[src/rtl/lsu_ctrl.sv]
// -----------------------------------------------------------------------------
// lsu_ctrl -- load/store unit controller
//
// Accepts one execute-stage result at a time. The result is either a plain
// register write, a store or a load. Memory operations go out as a single bus
// request (req/gnt handshake). Loads then wait for rvalid. Every operation
// ends with a one-cycle writeback strobe.
//
// Ports
//   clk, rst_n          clock, asynchronous active-low reset
//   in_valid/out_ready  result handshake (ready only while idle)
//   in_rd_id/in_rd_we   destination register and its write enable
//   in_data             ALU result or store data
//   in_mem_addr         byte address
//   in_mem_we           unshifted store mask (0001 SB, 0011 SH, 1111 SW)
//   in_mem_re           one-hot load type (LB, LH, LW, LBU, LHU)
//   out_bus_*           word-aligned bus request with lane enables/data
//   in_bus_gnt          request accepted
//   in_bus_rvalid/rdata read data return
//   out_wb_*            writeback strobe, register, enable, value
//   out_err             misaligned-access flag (LSU_MISALIGN_TRAP_EN only)
//
// Configuration
//   LSU_MISALIGN_TRAP_EN defined   : a misaligned half/word access skips the
//                                    bus, writes nothing back and raises
//                                    out_err together with out_wb_valid.
//   LSU_MISALIGN_TRAP_EN undefined : a misaligned half/word access is performed
//                                    at lane offset 0 (aligned).
// -----------------------------------------------------------------------------
module lsu_ctrl (
  input  logic        clk,
  input  logic        rst_n,
  input  logic        in_valid,
  output logic        out_ready,
  input  logic [4:0]  in_rd_id,
  input  logic        in_rd_we,
  input  logic [31:0] in_data,
  input  logic [31:0] in_mem_addr,
  input  logic [3:0]  in_mem_we,
  input  logic [4:0]  in_mem_re,
  output logic        out_bus_req,
  output logic [31:0] out_bus_addr,
  output logic        out_bus_we,
  output logic [3:0]  out_bus_be,
  output logic [31:0] out_bus_wdata,
  input  logic        in_bus_gnt,
  input  logic        in_bus_rvalid,
  input  logic [31:0] in_bus_rdata,
  output logic        out_wb_valid,
  output logic [4:0]  out_wb_rd_id,
  output logic        out_wb_we,
  output logic [31:0] out_wb_data
`ifdef LSU_MISALIGN_TRAP_EN
  ,
  output logic        out_err
`endif
);

  typedef enum logic [1:0] {
    IDLE = 2'd0,
    REQ  = 2'd1,
    WAIT = 2'd2,
    DONE = 2'd3
  } state_t;

  state_t state, next_state;

  // Captured operation
  logic [4:0]  rd_id;
  logic        wb_we;
  logic [31:0] wb_data;
  logic        is_store;
  logic [4:0]  ld_type;
  logic [1:0]  off;
  logic [31:0] bus_addr;
  logic        bus_we;
  logic [3:0]  bus_be;
  logic [31:0] bus_wdata;
`ifdef LSU_MISALIGN_TRAP_EN
  logic        err;
`endif

  // Input-side decode
  logic        in_store;
  logic        in_load;
  logic        in_half;
  logic        in_word;
  logic        in_misalign;
  logic        in_trap;
  logic        mem_go;
  logic [1:0]  in_off;
  logic [3:0]  in_size_mask;
  logic [3:0]  in_be;
  logic [4:0]  in_ld_type;

  // Shift the returned word down to the addressed lane, then size/extend it.
  function automatic logic [31:0] load_extract(input logic [31:0] rdata,
                                               input logic [1:0]  sh,
                                               input logic [4:0]  typ);
    logic [31:0] w;
    logic [31:0] r;
    w = rdata >> {sh, 3'b000};
    if (typ[0]) begin
      r = {{24{w[7]}}, w[7:0]};
    end else if (typ[1]) begin
      r = {{16{w[15]}}, w[15:0]};
    end else if (typ[3]) begin
      r = {24'h000000, w[7:0]};
    end else if (typ[4]) begin
      r = {16'h0000, w[15:0]};
    end else if (typ[2]) begin
      r = w;
    end else begin
      r = w;
    end
    return r;
  endfunction

  // Classify the incoming operation and precompute its bus lane image.
  // A store wins over a load when both masks are set.
  always_comb begin
    in_store   = |in_mem_we;
    in_load    = ~in_store & (|in_mem_re);
    in_half    = 1'b0;
    in_word    = 1'b0;
    in_ld_type = 5'b00000;
    if (in_store) begin
      in_half = (in_mem_we == 4'b0011);
      in_word = (in_mem_we == 4'b1111);
    end else if (in_load) begin
      in_ld_type = in_mem_re;
      in_word    = in_mem_re[2];
      in_half    = ~in_mem_re[2] & (in_mem_re[1] | in_mem_re[4]);
    end else begin
      in_ld_type = 5'b00000;
    end
    in_misalign = (in_half & in_mem_addr[0]) |
                  (in_word & (in_mem_addr[1:0] != 2'b00));
`ifdef LSU_MISALIGN_TRAP_EN
    in_trap = in_misalign;
    in_off  = in_mem_addr[1:0];
`else
    // Misaligned half/word accesses are performed at lane 0.
    in_trap = 1'b0;
    if (in_misalign) begin
      in_off = 2'b00;
    end else begin
      in_off = in_mem_addr[1:0];
    end
`endif
    mem_go = (in_store | in_load) & ~in_trap;
    if (in_word) begin
      in_size_mask = 4'b1111;
    end else if (in_half) begin
      in_size_mask = 4'b0011;
    end else begin
      in_size_mask = 4'b0001;
    end
    if (in_store) begin
      in_be = in_mem_we << in_off;
    end else begin
      in_be = in_size_mask << in_off;
    end
  end

  // State register; reset forces IDLE immediately.
  always_ff @(posedge clk or negedge rst_n) begin
    if (!rst_n) begin
      state <= IDLE;
    end else begin
      state <= next_state;
    end
  end

  // Next-state logic; gnt/rvalid waits are unbounded by design.
  always_comb begin
    next_state = state;
    case (state)
      IDLE: begin
        if (in_valid) begin
          if (mem_go) begin
            next_state = REQ;
          end else begin
            next_state = DONE;
          end
        end else begin
          next_state = IDLE;
        end
      end
      REQ: begin
        if (in_bus_gnt) begin
          if (is_store) begin
            next_state = DONE;
          end else begin
            next_state = WAIT;
          end
        end else begin
          next_state = REQ;
        end
      end
      WAIT: begin
        // Only looked at from the cycle after gnt, so rvalid coincident
        // with gnt is never taken.
        if (in_bus_rvalid) begin
          next_state = DONE;
        end else begin
          next_state = WAIT;
        end
      end
      DONE:    next_state = IDLE;
      default: next_state = IDLE;
    endcase
  end

  // Operation capture, load-data capture and error flag housekeeping.
  always_ff @(posedge clk or negedge rst_n) begin
    if (!rst_n) begin
      rd_id     <= 5'd0;
      wb_we     <= 1'b0;
      wb_data   <= 32'h0000_0000;
      is_store  <= 1'b0;
      ld_type   <= 5'b00000;
      off       <= 2'b00;
      bus_addr  <= 32'h0000_0000;
      bus_we    <= 1'b0;
      bus_be    <= 4'b0000;
      bus_wdata <= 32'h0000_0000;
`ifdef LSU_MISALIGN_TRAP_EN
      err       <= 1'b0;
`endif
    end else begin
      case (state)
        IDLE: begin
          if (in_valid) begin
            rd_id     <= in_rd_id;
            is_store  <= in_store;
            ld_type   <= in_ld_type;
            off       <= in_off;
            bus_addr  <= {in_mem_addr[31:2], 2'b00};
            bus_we    <= in_store;
            bus_be    <= in_be;
            bus_wdata <= in_data << {in_off, 3'b000};
            wb_we     <= in_rd_we & (in_rd_id != 5'd0) & ~in_store & ~in_trap;
            wb_data   <= (in_store | in_load) ? 32'h0000_0000 : in_data;
`ifdef LSU_MISALIGN_TRAP_EN
            err       <= in_trap;
`endif
          end
        end
        WAIT: begin
          if (in_bus_rvalid) begin
            wb_data <= load_extract(in_bus_rdata, off, ld_type);
          end
        end
`ifdef LSU_MISALIGN_TRAP_EN
        DONE: begin
          err <= 1'b0;
        end
`endif
        default: begin
        end
      endcase
    end
  end

  // Outputs decode only from registers, so they follow reset asynchronously.
  assign out_ready     = (state == IDLE);
  assign out_bus_req   = (state == REQ);
  assign out_bus_addr  = bus_addr;
  assign out_bus_we    = bus_we;
  assign out_bus_be    = bus_be;
  assign out_bus_wdata = bus_wdata;
  assign out_wb_valid  = (state == DONE);
  assign out_wb_rd_id  = rd_id;
  assign out_wb_we     = wb_we;
  assign out_wb_data   = wb_data;
`ifdef LSU_MISALIGN_TRAP_EN
  assign out_err       = err;
`endif

endmodule

[config.mk]
export PLATFORM = sky130hd
export DESIGN_NAME = lsu_ctrl
export DESIGN_NICKNAME = d
export VERILOG_FILES = /design/src/rtl/lsu_ctrl.sv
export SDC_FILE = /design/constraint.sdc
export NUM_CORES = 1
export LEC_CHECK = 0
export CORE_UTILIZATION = 44
export DETAILED_ROUTE_END_ITERATION = 10
export PLACE_DENSITY = 0.81
export SLEW_MARGIN = 20
export SYNTH_ARGS = -nofsm -noshare
export SYNTH_HDL_FRONTEND = slang
export SYNTH_SLANG_ARGS = --single-unit
[constraint.sdc]
create_clock -name clk -period 2.8 [get_ports clk]
set_input_delay 0.84 -clock clk [delete_from_list [all_inputs] [get_ports clk]]
set_output_delay 0.84 -clock clk [all_outputs]
set_load 0.01 [all_outputs]
# Word-level counts from Yosys, hierarchy flattened

Index checks and enable logic that the tools add are counted.

Bits in registers: 114
Output and inout bits: 110
Word-level logic and storage cells: 64
Input port bits: 116

Bitwise gates (word level): 11
Mux-type cells: 24
Equality and inequality tests: 7
Shifts and indexed selects: 4
Reductions and logical operators: 8

Operators with widths:

| kind                                                | count |
|---|---|
| 2-to-1 mux 32 bit                                   | 7 |
| one-hot mux 32 bit (2 select lines)                 | 1 |
| left shift 32 x 5 -> 32 bit                         | 1 |
| >> shifter 32 x 5 -> 32 bit                         | 1 |
| 2-to-1 mux 2 bit                                    | 5 |
| 2-to-1 mux 5 bit                                    | 2 |
| 2-to-1 mux 4 bit                                    | 2 |
| one-hot mux 2 bit (4 select lines)                  | 1 |
| left shift 4 x 2 -> 4 bit                           | 2 |
| bitwise AND 1 bit                                   | 6 |
| 2-to-1 mux 1 bit                                    | 6 |
| nonzero test 5 bit                                  | 1 |
| OR reduction 5 bit                                  | 1 |
| equality test 2 bit, second input constant          | 2 |
| equality test 4 x 2 -> 1 bit, second input constant | 1 |
| equality test 4 bit, second input constant          | 1 |
| != test 2 bit, second input constant                | 2 |
| nonzero test 2 bit                                  | 2 |
| OR reduction 4 bit                                  | 1 |
| OR 1 bit                                            | 3 |
| AND reduction 3 bit                                 | 1 |
| equality test 2 x 1 -> 1 bit, second input constant | 1 |
| zero test 2 bit                                     | 1 |
| inverter 1 bit                                      | 2 |
| AND reduction 2 bit                                 | 1 |

# Depth between registers and ports, before layout

Gate-level depths: netlist of the first run.

Depth after elaboration: 10
Gate-level depth with buffers: 8
Depth with buffers taken out: 5

# Worst setup path before layout of the first run

OpenSTA, ideal clock, no wires.

Kind: input-to-reg
Start: input in_mem_we[2]
End: register bus_wdata[30], in the netlist out_bus_wdata[30]
Library setup time: 0.083 ns
Required time: 2.717 ns
Path buffers: 3
Setup slack: 0.251 ns
Arrival time: 2.466 ns
Cell stages on the path: 8
Cell sequence: clkbuf_1 -> or4_4 -> o32a_1 -> and3_4 -> buf_6 -> buf_12 -> mux2_4 -> o22ai_1

Longest elaborated chain between the ends: 9
Elaborated cells on any way between the ends: 14
Those cells by class: eq/ne (2); shift (1); mux (5); bitwise (5); reduce/logical (1)

RTL lines:

| item                                        | RTL line | source |
|---|---|---|
| start: declaration                          | 39       | `input logic [3:0] in_mem_we,` |
| OR reduction 4 bit                          | 122      | `in_store = \|in_mem_we;` |
| inverter 1 bit                              | 123      | `in_load = ~in_store & (\|in_mem_re);` |
| bitwise AND 1 bit                           | 123      |  |
| 2-to-1 mux 1 bit                            | 130      | `end else if (in_load) begin` |
| 2-to-1 mux 1 bit                            | 127      | `if (in_store) begin` |
| bitwise AND 1 bit, on equally long branches | 137, 138 |  |
| OR 1 bit (*)                                | 137      | `in_misalign = (in_half & in_mem_addr[0]) \|` |
| 2-to-1 mux 2 bit (*)                        | 145      | `if (in_misalign) begin` |
| left shift 32 x 5 -> 32 bit (*)             | 242      | `bus_wdata <= in_data << {in_off, 3'b000};` |
| end signal: assignment                      | 242      |  |
| end: declaration                            | 78       | `logic [31:0] bus_wdata;` |

Mark *: on every way between the ends. The rest lies on a longest branch, timed or not.
A chain may end at the register's enable or synchronous reset.

# Worst setup path after layout of the first run

Start: input in_mem_we[0]
End: register bus_wdata[27], in the netlist out_bus_wdata[27]

Same word-level chain as after synthesis.

==> results of run 1 <==
[logic make-up (layout without fill, tap and decap cells)]
| logic type | Yosys count | after routing |
|---|---|---|
| other | 1 | 2 |
| AND/OR/NAND/NOR | 258 | 258 |
| multiplexers | 45 | 45 |
| AO/OA/AOI/OAI | 177 | 177 |
| flip-flops | 113 | 113 |
| buffers and inverters | 58 | 296 |
[path summary, 6_finish.rpt]
path	slack, ns	to	cells after the start
hold reg to reg	0.47	out_bus_addr[9]	2
hold / removal	0.39	out_wb_data[18]	1
max in group asynchronous	1.57	out_bus_addr[16]	2
setup / recovery	0.16	out_bus_wdata[27]	6
setup reg to reg	0.67	out_wb_data[18]	7
min in group clk	0.47	out_bus_addr[9]	2
[stage by stage]
step	std cells	area [um2]
after floorplan	653	5771
after global placement	1031	8317
after detailed placement	1031	8317
after CTS	1063	8899
after global routing	1063	8899
final	1063	8899
[cell type report]
| cell class | count | share of cell area, % |
|---|---|---|
| Clock inverter | 4 | 0.5062 |
| Clock buffer | 28 | 6.032 |
| Inverter | 7 | 0.2953 |
| Timing Repair Buffer | 257 | 28.63 |
| Tap cell | 172 | 2.418 |
| Sequential cell | 113 | 31.78 |
| Multi-Input combinational cell | 482 | 30.34 |
[report_power, final]
part | switching (W) | leakage (nW) | internal [W] | total, W
sequential | 0.000515 | 1.42 | 0.00240 | 0.00292
combinational | 0.00224 | 2.16 | 0.00227 | 0.00450
clock | 0.000729 | 0.290 | 0.00138 | 0.00211
[flip-flops by register name, summed over array words and instances, names as in the netlist]
| name | flops |
|---|---|
| out_bus_wdata | 32 |
| out_wb_data | 32 |
| out_bus_addr | 30 |
| out_wb_rd_id | 5 |
| ld_type | 4 |
| out_bus_be | 4 |
| off | 2 |
| state | 2 |
| out_bus_we | 1 |
| out_wb_we | 1 |
[placed cells by master (no fill, tap or decap), drive strengths merged, types with 3 or more instances in the layout]
master and instances:
o22ai 8, clkbuf 28, nor3 3, dfrtp 113, a22o 3, o21bai 9, o21ai 50, nor2b 11
or4 3, mux2i 36, a31oi 8, buf 35, mux2 8, a221oi 16, and2 3, a211oi 14
clkinv 3, a22oi 8, nand2 178, o31ai 9, nor2 51, a21o 8, inv 7, clkdlybuf4s50 222
a21oi 33
[worst max-delay path, cell delays in order]
cell             delay, ns
clkdlybuf4s50_1       0.50
or4b_1                0.60
o21a_1                0.22
and3_4                0.32
mux2_2                0.32
o22ai_1               0.14
[routing by layer]
layer / vias to the layer above / wire [um] / global-route usage, %
li1: 2732 / - / -
met1: 2851 / 8078 / 37.94
met2: 308 / 9507 / 48.64
met3: 51 / 1780 / 9.652
met4: 0 / 640 / 13.85
met5: - / 0 / 0
==> out/summary.txt, run 1 <==
largest cells by area after synthesis - dfrtp_1 49%, nand2_1 12%, mux2i_1 6.2%, o21ai_0 4.3%, nor2_1 3.3%
area of the multi-input gates - 0.002700 mm2
largest net degree at the start of global routing - 51
H-tree depth - 4
sequential area share after synthesis - 49.03%
PortBufs - 223
FFs w/ async S/R, synth - 100.0%
CORE AREA - 0.01272 mm2
Die Wd - 116.5 um
startpoint types - input port
kind of critical path - input port to register
GR Util All Layers - 30.51%
DP Worst Slack - -0.2380 ns
Hold Vio Cnt, Final - 0
Placer Congestion - 0.9063
number of flops mapped to enable cells by yosys - 0
Leak - 3.872 nW
CTS buffer count - 17
vias in the first global route - 5,903
worst-margin pin slew - 0.7139 ns
via density per instance - 5.590
max cap viols - 0
Nets - 994
worst skew pair latency - 0.41 ns
CTS tree - yes
Die Area - 0.01357 mm2
Post-Synth XOR/XNOR Area - 0%
biggest area consumer among synthesized cells - dfrtp_1
Area Overhead vs Synth - 54.31%
status - completed
initial antenna violation count - 0
Starting Density - 45.33%
root buf cell - clkbuf_16
row cnt - 41
IO Pins - 226
ANT nets after route - 0
worst r2r src - off[1]
Worst Path Max Fanout - 26
post-CTS setup buffers - 0
commonest cells in the netlist - 178 x nand2_1, 113 x dfrtp_1, 50 x nor2_1, 50 x o21ai_0, 39 x clkbuf_1
clk buf depth - 2
cts hold-fix bufs - 0
count leader, synth - nand2_1
Residual DRC - 0
Filler cells - 1,018
clk_skew - 0.006236 ns
Slew Limit Fails - 0
Final setup viols - 0
Total Routed Length - 20,010 um
crit path launch - in_mem_we[0]
Starting DRT DRC Count - 642
register bit count reported by yosys - 113
Setup TNS - 0 ns
Most used DFF post-synth - dfrtp_1
Synth cell types - 51
unrepaired setup endpoints after global routing - no
Die Y - 116.5 um
share of cells above drive strength 1 - 8.979%
Wirelength per Cell - 18.82 um
DR pass1 iterations - 6
global route overflow - 0
Reg area - 0.002828 mm2
final worst slack - 0.1646 ns
multiplexer share of the synthesized area - 8.332%
via count - 5,942
WP data arrival - 2.96 ns
PD cells - 1071 mW/mm2
Syn. warnings - 0
Hold WC Path Type - input port to async pin
relative slew slack - 52.23%
fin crit share - 94.12%
Antenna Cells - 0
post_cts resized - 0
endpoint class of the critical path - register
largest family of logic cells by synthesized area - compound AO/OA/AOI/OAI gates
Reg clk slew, reported paths - 0.05 ns
Synth top area share - 49.03%
Util after Layout - 69.94%
post-DP HPWL - 15,150 um
WP data required - 3.13 ns
Final Critical Period - 2.635 ns
Post-Syn Instances - 652
total clock sinks - 113
Max IR drop VDD - 665.0 uV
first-pass GRT wire length - 30,570 um
complex-gate fraction of the synthesized area - 19.74%
hold_ws - 0.3931 ns
Synth Area in Adders - 0%
syn avg cell area - 8.845 um2
area of the mapped netlist - 0.005767 mm2
simple-gate share of the synthesized area - 18.40%
Max Fclk - 0.3794 GHz
Tot Pwr - 0.009531 W
No activity file was read; power rests on OpenSTA's default activity.
==> run 2, diff against run 1 <==
CORE_UTILIZATION = 40   (was 44)
CTS_CLUSTER_SIZE = 20   (was unset)
PLACE_DENSITY = 0.74   (was 0.81)
SKIP_CTS_REPAIR_TIMING = 1   (was unset)
==> run 2 against run 1 <==
  * Clock power is 10% higher
  * Register-to-register slack worse by 0.02 ns
  * Non-clock buffer count is 1 higher
  * Critical path type unchanged
==> out/summary.txt, run 2 (synthesis results as in run 1) <==
Worst Path Max Fanout - 22 (was 26)
initial antenna violation count - 0 (unchanged)
clk buf depth - 2 (unchanged)
non-filler cells, final - 1,073 (was 1,063)
Total Routed Length - 20,390 um (was 20,010 um)
Area Overhead vs Synth - 55.52% (was 54.31%)
Nets - 995 (was 994)
Starting DRT DRC Count - 510 (was 642)
largest net degree at the start of global routing - 49 (was 51)
Hold Vio Cnt, Final - 0 (unchanged)
fin crit share - 95.81% (was 94.12%)
Worst path slowest cell - or4b_1 (unchanged)
IO Pins - 226 (unchanged)
Starting Density - 41.23% (was 45.33%)
PortBufs - 223 (unchanged)
relative slew slack - 57.21% (was 52.23%)
worst skew pair latency - 0.42 ns (was 0.41 ns)
via count - 5,848 (was 5,942)
first-pass GRT wire length - 31,370 um (was 30,570 um)
clk_skew - 0.005029 ns (was 0.006236 ns)
share of cells above drive strength 1 - 9.529% (was 8.979%)
Leak - 3.902 nW (was 3.872 nW)
vias in the first global route - 5,755 (was 5,903)
fin area - 0.008969 mm2 (was 0.008899 mm2)
Final setup viols - 0 (unchanged)
area post-placement - 0.008322 mm2 (was 0.008317 mm2)
endpoint class of the critical path - register (unchanged)
total clock sinks - 113 (unchanged)
WP data required - 3.08 ns (was 3.13 ns)
Max IR drop VDD - 623.7 uV (was 665.0 uV)
Die Area - 0.01490 mm2 (was 0.01357 mm2)
hold_ws - 0.4404 ns (was 0.3931 ns)
Util after Layout - 64.11% (was 69.94%)
GR Util All Layers - 28.32% (was 30.51%)
global route overflow - 0 (unchanged)
Placer Congestion - 0.9413 (was 0.9063)
Reg clk slew, reported paths - 0.05 ns (about the same)
max cap viols - 0 (unchanged)
Max Fclk - 0.3728 GHz (was 0.3794 GHz)
slowest stage delay, CP - 0.59 ns (was 0.60 ns)
startpoint types - input port (unchanged)
Wirelength per Cell - 19.00 um (was 18.82 um)
via density per instance - 5.450 (was 5.590)
Final Critical Period - 2.683 ns (was 2.635 ns)
CORE AREA - 0.01399 mm2 (was 0.01272 mm2)
row cnt - 43 (was 41)
Placed Cells - 1,040 (was 1,031)
Die Wd - 122.1 um (was 116.5 um)
most frequent cells in the layout - 222 x clkdlybuf4s50_1, 177 x nand2_1, 113 x dfrtp_1 (unchanged)
worst-margin pin slew - 0.6418 ns (was 0.7139 ns)
Hold WC Path Type - input port to async pin (unchanged)
post-DP HPWL - 15,590 um (was 15,150 um)
Slew Limit Fails - 0 (unchanged)
PD cells - 1083 mW/mm2 (was 1071 mW/mm2)
DR pass1 iterations - 5 (was 6)
Residual DRC - 0 (unchanged)
worst-path cell chain - clkdlybuf4s50_1 > or4b_1 > o21a_1 > and3_4 > buf_4 > mux2i_1 > o21ai_0 (was clkdlybuf4s50_1 > or4b_1 > o21a_1 > and3_4 > mux2_2 > o22ai_1)
most common cell after layout, fill and taps aside - clkdlybuf4s50_1 (unchanged)
status - completed (unchanged)
root buf cell - clkbuf_16 (unchanged)
CTS buffer count - 17 (unchanged)
WP data arrival - 2.97 ns (was 2.96 ns)
unrepaired setup endpoints after global routing - no (unchanged)
kind of critical path - input port to register (unchanged)
ANT nets after route - 0 (unchanged)
CTS tree - yes (unchanged)
Die Y - 122.1 um (was 116.5 um)
H-tree depth - 4 (unchanged)
[run 2: cell type report]
type                            instances  area (um2)
Sequential cell                       113        2828
Clock inverter                          8       122.6
Tap cell                              180       225.2
Antenna cell                            1       2.502
Inverter                                7       26.28
Fill cell                            1165        5020
Timing Repair Buffer                  258        2542
Clock buffer                           24       521.8
Multi-Input combinational cell        482        2700
[run 2: per-layer routing]
metal  global-route usage (%)  routed length [um]  part of all wire (%)  up-vias
met2                    45.09                9825                    48      242
met5                        0                   0                     0        -
met4                    10.06                 403                   2.0        0
met1                    36.43                8489                    42     2848
met3                    8.521                1666                   8.2       31
li1                         -                   -                     -     2727
[run 2: final timing paths]
kind                                     end  depth (start not counted)       startpoint  slack [ns]
setup reg to reg             out_wb_data[24]                          5       ld_type[4]        0.65
max in group asynchronous  out_bus_wdata[13]                          2            rst_n        1.67
hold / removal              out_bus_addr[12]                          1            rst_n        0.44
setup / recovery           out_bus_wdata[17]                          7     in_mem_we[0]        0.12
hold reg to reg              out_bus_addr[4]                          2  out_bus_addr[4]        0.47
min in group clk             out_bus_addr[4]                          2  out_bus_addr[4]        0.47
[run 2: power breakdown]
part           switching, W  internal, W  leakage (nW)
sequential         0.000499      0.00240          1.42
clock              0.000766      0.00156         0.322
combinational       0.00223      0.00225          2.16
total               0.00350      0.00622          3.90
[run 2: worst max-delay path, delay by kind of cell]
kind | cells | cell delay, ns
compound gates | 2 | 0.33
buf+inv | 2 | 0.70
mux | 1 | 0.19
simple gates | 2 | 0.89
[run 2: stage by stage]
stage	setup slack, ns	total power, W	TNS [ns]
global route	0.06539	0.01031	0
global placement	-0.1522	0.007254	-3.715
detailed placement	-0.2788	0.007384	-8.324
floorplan	0.2511	0.004948	0
CTS	0.1497	0.009756	0
finish	0.1172	0.009717	0
==> run 3, diff against run 2 <==
ABC_CLOCK_PERIOD_IN_PS = 2300   (was unset)
PLACE_DENSITY = 0.77   (was 0.74)
clock period = 2.3 ns   (was 2.8 ns; I/O delays follow)
==> run 3 against run 2 <==
  * The run now ends with setup timing left
  * Clock skew up 0.0024 ns
  * Critical path type unchanged
  * Clock power up 14%
  * Sequential power up 22%
==> out/summary.txt, run 3 (synthesis results as in run 1) <==
status - complete, but fails checks (was completed)
failing checks - setup timing
IO Pins - 226 (unchanged)
Total Routed Length - 20,930 um (was 20,390 um)
Setup TNS - -0.1089 ns (was 0 ns)
first-pass GRT wire length - 30,350 um (was 31,370 um)
via density per instance - 5.536 (was 5.450)
Die Wd - 122.1 um (unchanged)
Logic pwr share - 47.7% (was 46.2%)
CTS tree - yes (unchanged)
Die Area - 0.01490 mm2 (unchanged)
Clk pwr share - 22.4% (was 24.0%)
Util after Layout - 66.12% (was 64.11%)
fin area - 0.009249 mm2 (was 0.008969 mm2)
Wirelength per Cell - 19.09 um (was 19.00 um)
Leak - 4.113 nW (was 3.902 nW)
internal power - 0.007488 W (was 0.006218 W)
ANT nets after route - 0 (unchanged)
max cap viols - 0 (unchanged)
total clock sinks - 113 (unchanged)
Reg clk slew, reported paths - 0.06 ns (was 0.05 ns)
Final setup viols - 4 (was 0)
Switching Fraction - 36.76% (was 36.01%)
CORE AREA - 0.01399 mm2 (unchanged)
global route overflow - 0 (unchanged)
slowest stage delay, CP - 0.51 ns (was 0.59 ns)
H-tree depth - 4 (unchanged)
clk buf depth - 2 (unchanged)
PortBufs - 223 (unchanged)
final worst slack - -0.05611 ns (was 0.1172 ns)
Hold WC Path Type - input port to async pin (unchanged)
most common cell after layout, fill and taps aside - clkdlybuf4s50_1 (unchanged)
endpoint class of the critical path - register (unchanged)
Die Y - 122.1 um (unchanged)
unrepaired setup endpoints after global routing - yes (was no)
DP Worst Slack - -0.5521 ns (was -0.2788 ns)
Placed Cells - 1,056 (was 1,040)
fin crit share - 102.4%
initial antenna violation count - 0 (unchanged)
Starting DRT DRC Count - 734 (was 510)
root buf cell - clkbuf_16 (unchanged)
CTS buffer count - 17 (unchanged)
Max IR drop VDD - 750.7 uV (was 623.7 uV)
Max Fclk - 0.4244 GHz
largest net degree at the start of global routing - 53 (was 49)
via count - 6,067 (was 5,848)
vias in the first global route - 5,552 (was 5,755)
row cnt - 43 (unchanged)
WP data required - 2.62 ns (was 3.08 ns)
Seq pwr share - 29.9% (about the same)
Worst Path Max Fanout - 7 (was 22)
Switching Power - 0.004353 W (was 0.003499 W)
Nets - 1,019 (was 995)
worst-margin pin slew - 0.6623 ns (was 0.6418 ns)
Hold Vio Cnt, Final - 0 (unchanged)
worst-path cell chain - clkdlybuf4s50_1 > buf_4 > o21bai_1 > o32a_1 > and3_4 > mux2_2 > o22ai_1 (was clkdlybuf4s50_1 > or4b_1 > o21a_1 > and3_4 > buf_4 > mux2i_1 > o21ai_0)
GR Util All Layers - 27.25% (was 28.32%)
Area Overhead vs Synth - 60.38% (was 55.52%)
Slew Limit Fails - 0 (unchanged)
startpoint types - input port (unchanged)
WP data arrival - 2.67 ns (was 2.97 ns)
Placer Congestion - 0.9185 (was 0.9413)
non-filler cells, final - 1,096 (was 1,073)
CP top delay family - buffers and inverters (was simple AND/OR/NAND/NOR gates)
Antenna Cells - 0 (was 1)
Worst path slowest cell - clkdlybuf4s50_1 (was or4b_1)
worst skew pair latency - 0.42 ns (about the same)
PD cells - 1280 mW/mm2 (was 1083 mW/mm2)
share of cells above drive strength 1 - 13.10% (was 9.529%)
Starting Density - 41.23% (unchanged)
CP Buf/Inv Count - 2 (unchanged)
area post-placement - 0.008467 mm2 (was 0.008322 mm2)
reg2reg setup slack - 0.34 ns (was 0.65 ns)
clk_skew - 0.007434 ns (was 0.005029 ns)
post-DP HPWL - 14,450 um (was 15,590 um)
DR pass1 iterations - 5 (unchanged)
Residual DRC - 0 (unchanged)
most frequent cells in the layout - 212 x clkdlybuf4s50_1, 177 x nand2_1, 111 x dfrtp_1 (was 222 x clkdlybuf4s50_1, 177 x nand2_1, 113 x dfrtp_1)
relative slew slack - 55.85% (was 57.21%)
Final Critical Period - 2.356 ns
kind of critical path - input port to register (unchanged)
-- run 3: changes by cell type in the layout (fill, tap and decap cells not counted), sizes merged --
cell	previous run	this run
clkinvlp	0	5
dlymetal6s2s	0	10
clkbuf	24	22
clkdlybuf4s50	222	212
buf	36	56
bufinv	3	2
and3	1	3
diode	1	0
-- run 3: power by group through the flow --
| stage | Sequential, W | Clock, W | Combinational, W |
|---|---|---|---|
| after floorplan | 0.00383 | 0 | 0.00220 |
| after global placement | 0.00352 | 0 | 0.00544 |
| after detailed placement | 0.00351 | 0 | 0.00553 |
| after CTS | 0.00352 | 0.00267 | 0.00557 |
| after global routing | 0.00366 | 0.00277 | 0.00613 |
| final | 0.00354 | 0.00265 | 0.00565 |
-- run 3: through the flow --
| stage | power (W) | hold slack (ns) |
|---|---|---|
| after floorplan | 0.006025 | 0.3944 |
| after global placement | 0.008951 | 0.4577 |
| after detailed placement | 0.009038 | 0.4609 |
| after CTS | 0.01176 | 0.2261 |
| after global routing | 0.01255 | 0.2458 |
| final | 0.01184 | 0.2295 |
-- run 3: area by class of cell --
class                      count  area [um2]
multi-input combinational    484        2766
inverter                       7       26.28
tap                          180       225.2
clock buffer                  20       466.7
timing repair buffer         280        2800
sequential                   113        2830
clock inverter                12       133.9
fill                        1132        4740
-- run 3: metal layers --
layer | part of all wire (%) | GRT usage [%]
met5 | 0 | 0
met3 | 10 | 7.959
met1 | 40 | 36.54
met4 | 2.6 | 9.527
met2 | 47 | 41.91
-- run 3: final timing paths --
check | start | to | cells after the start
worst max-delay path | in_mem_re[2] | out_bus_wdata[25] | 7
min in group clk | out_bus_addr[5] | out_bus_addr[5] | 2
max in group asynchronous | rst_n | state[0] | 2
worst max register to register | ld_type[4] | out_wb_data[24] | 5
worst min register to register | out_bus_addr[5] | out_bus_addr[5] | 2
worst min-delay path | rst_n | out_bus_wdata[10] | 1
-- run 3: worst register-to-register path, stage by stage (launching register included) --
cell,delay (ns)
dfrtp_1,0.40
or4_1,0.57
nor2_2,0.28
nand2_1,0.10
a21o_1,0.21
a221oi_1,0.30
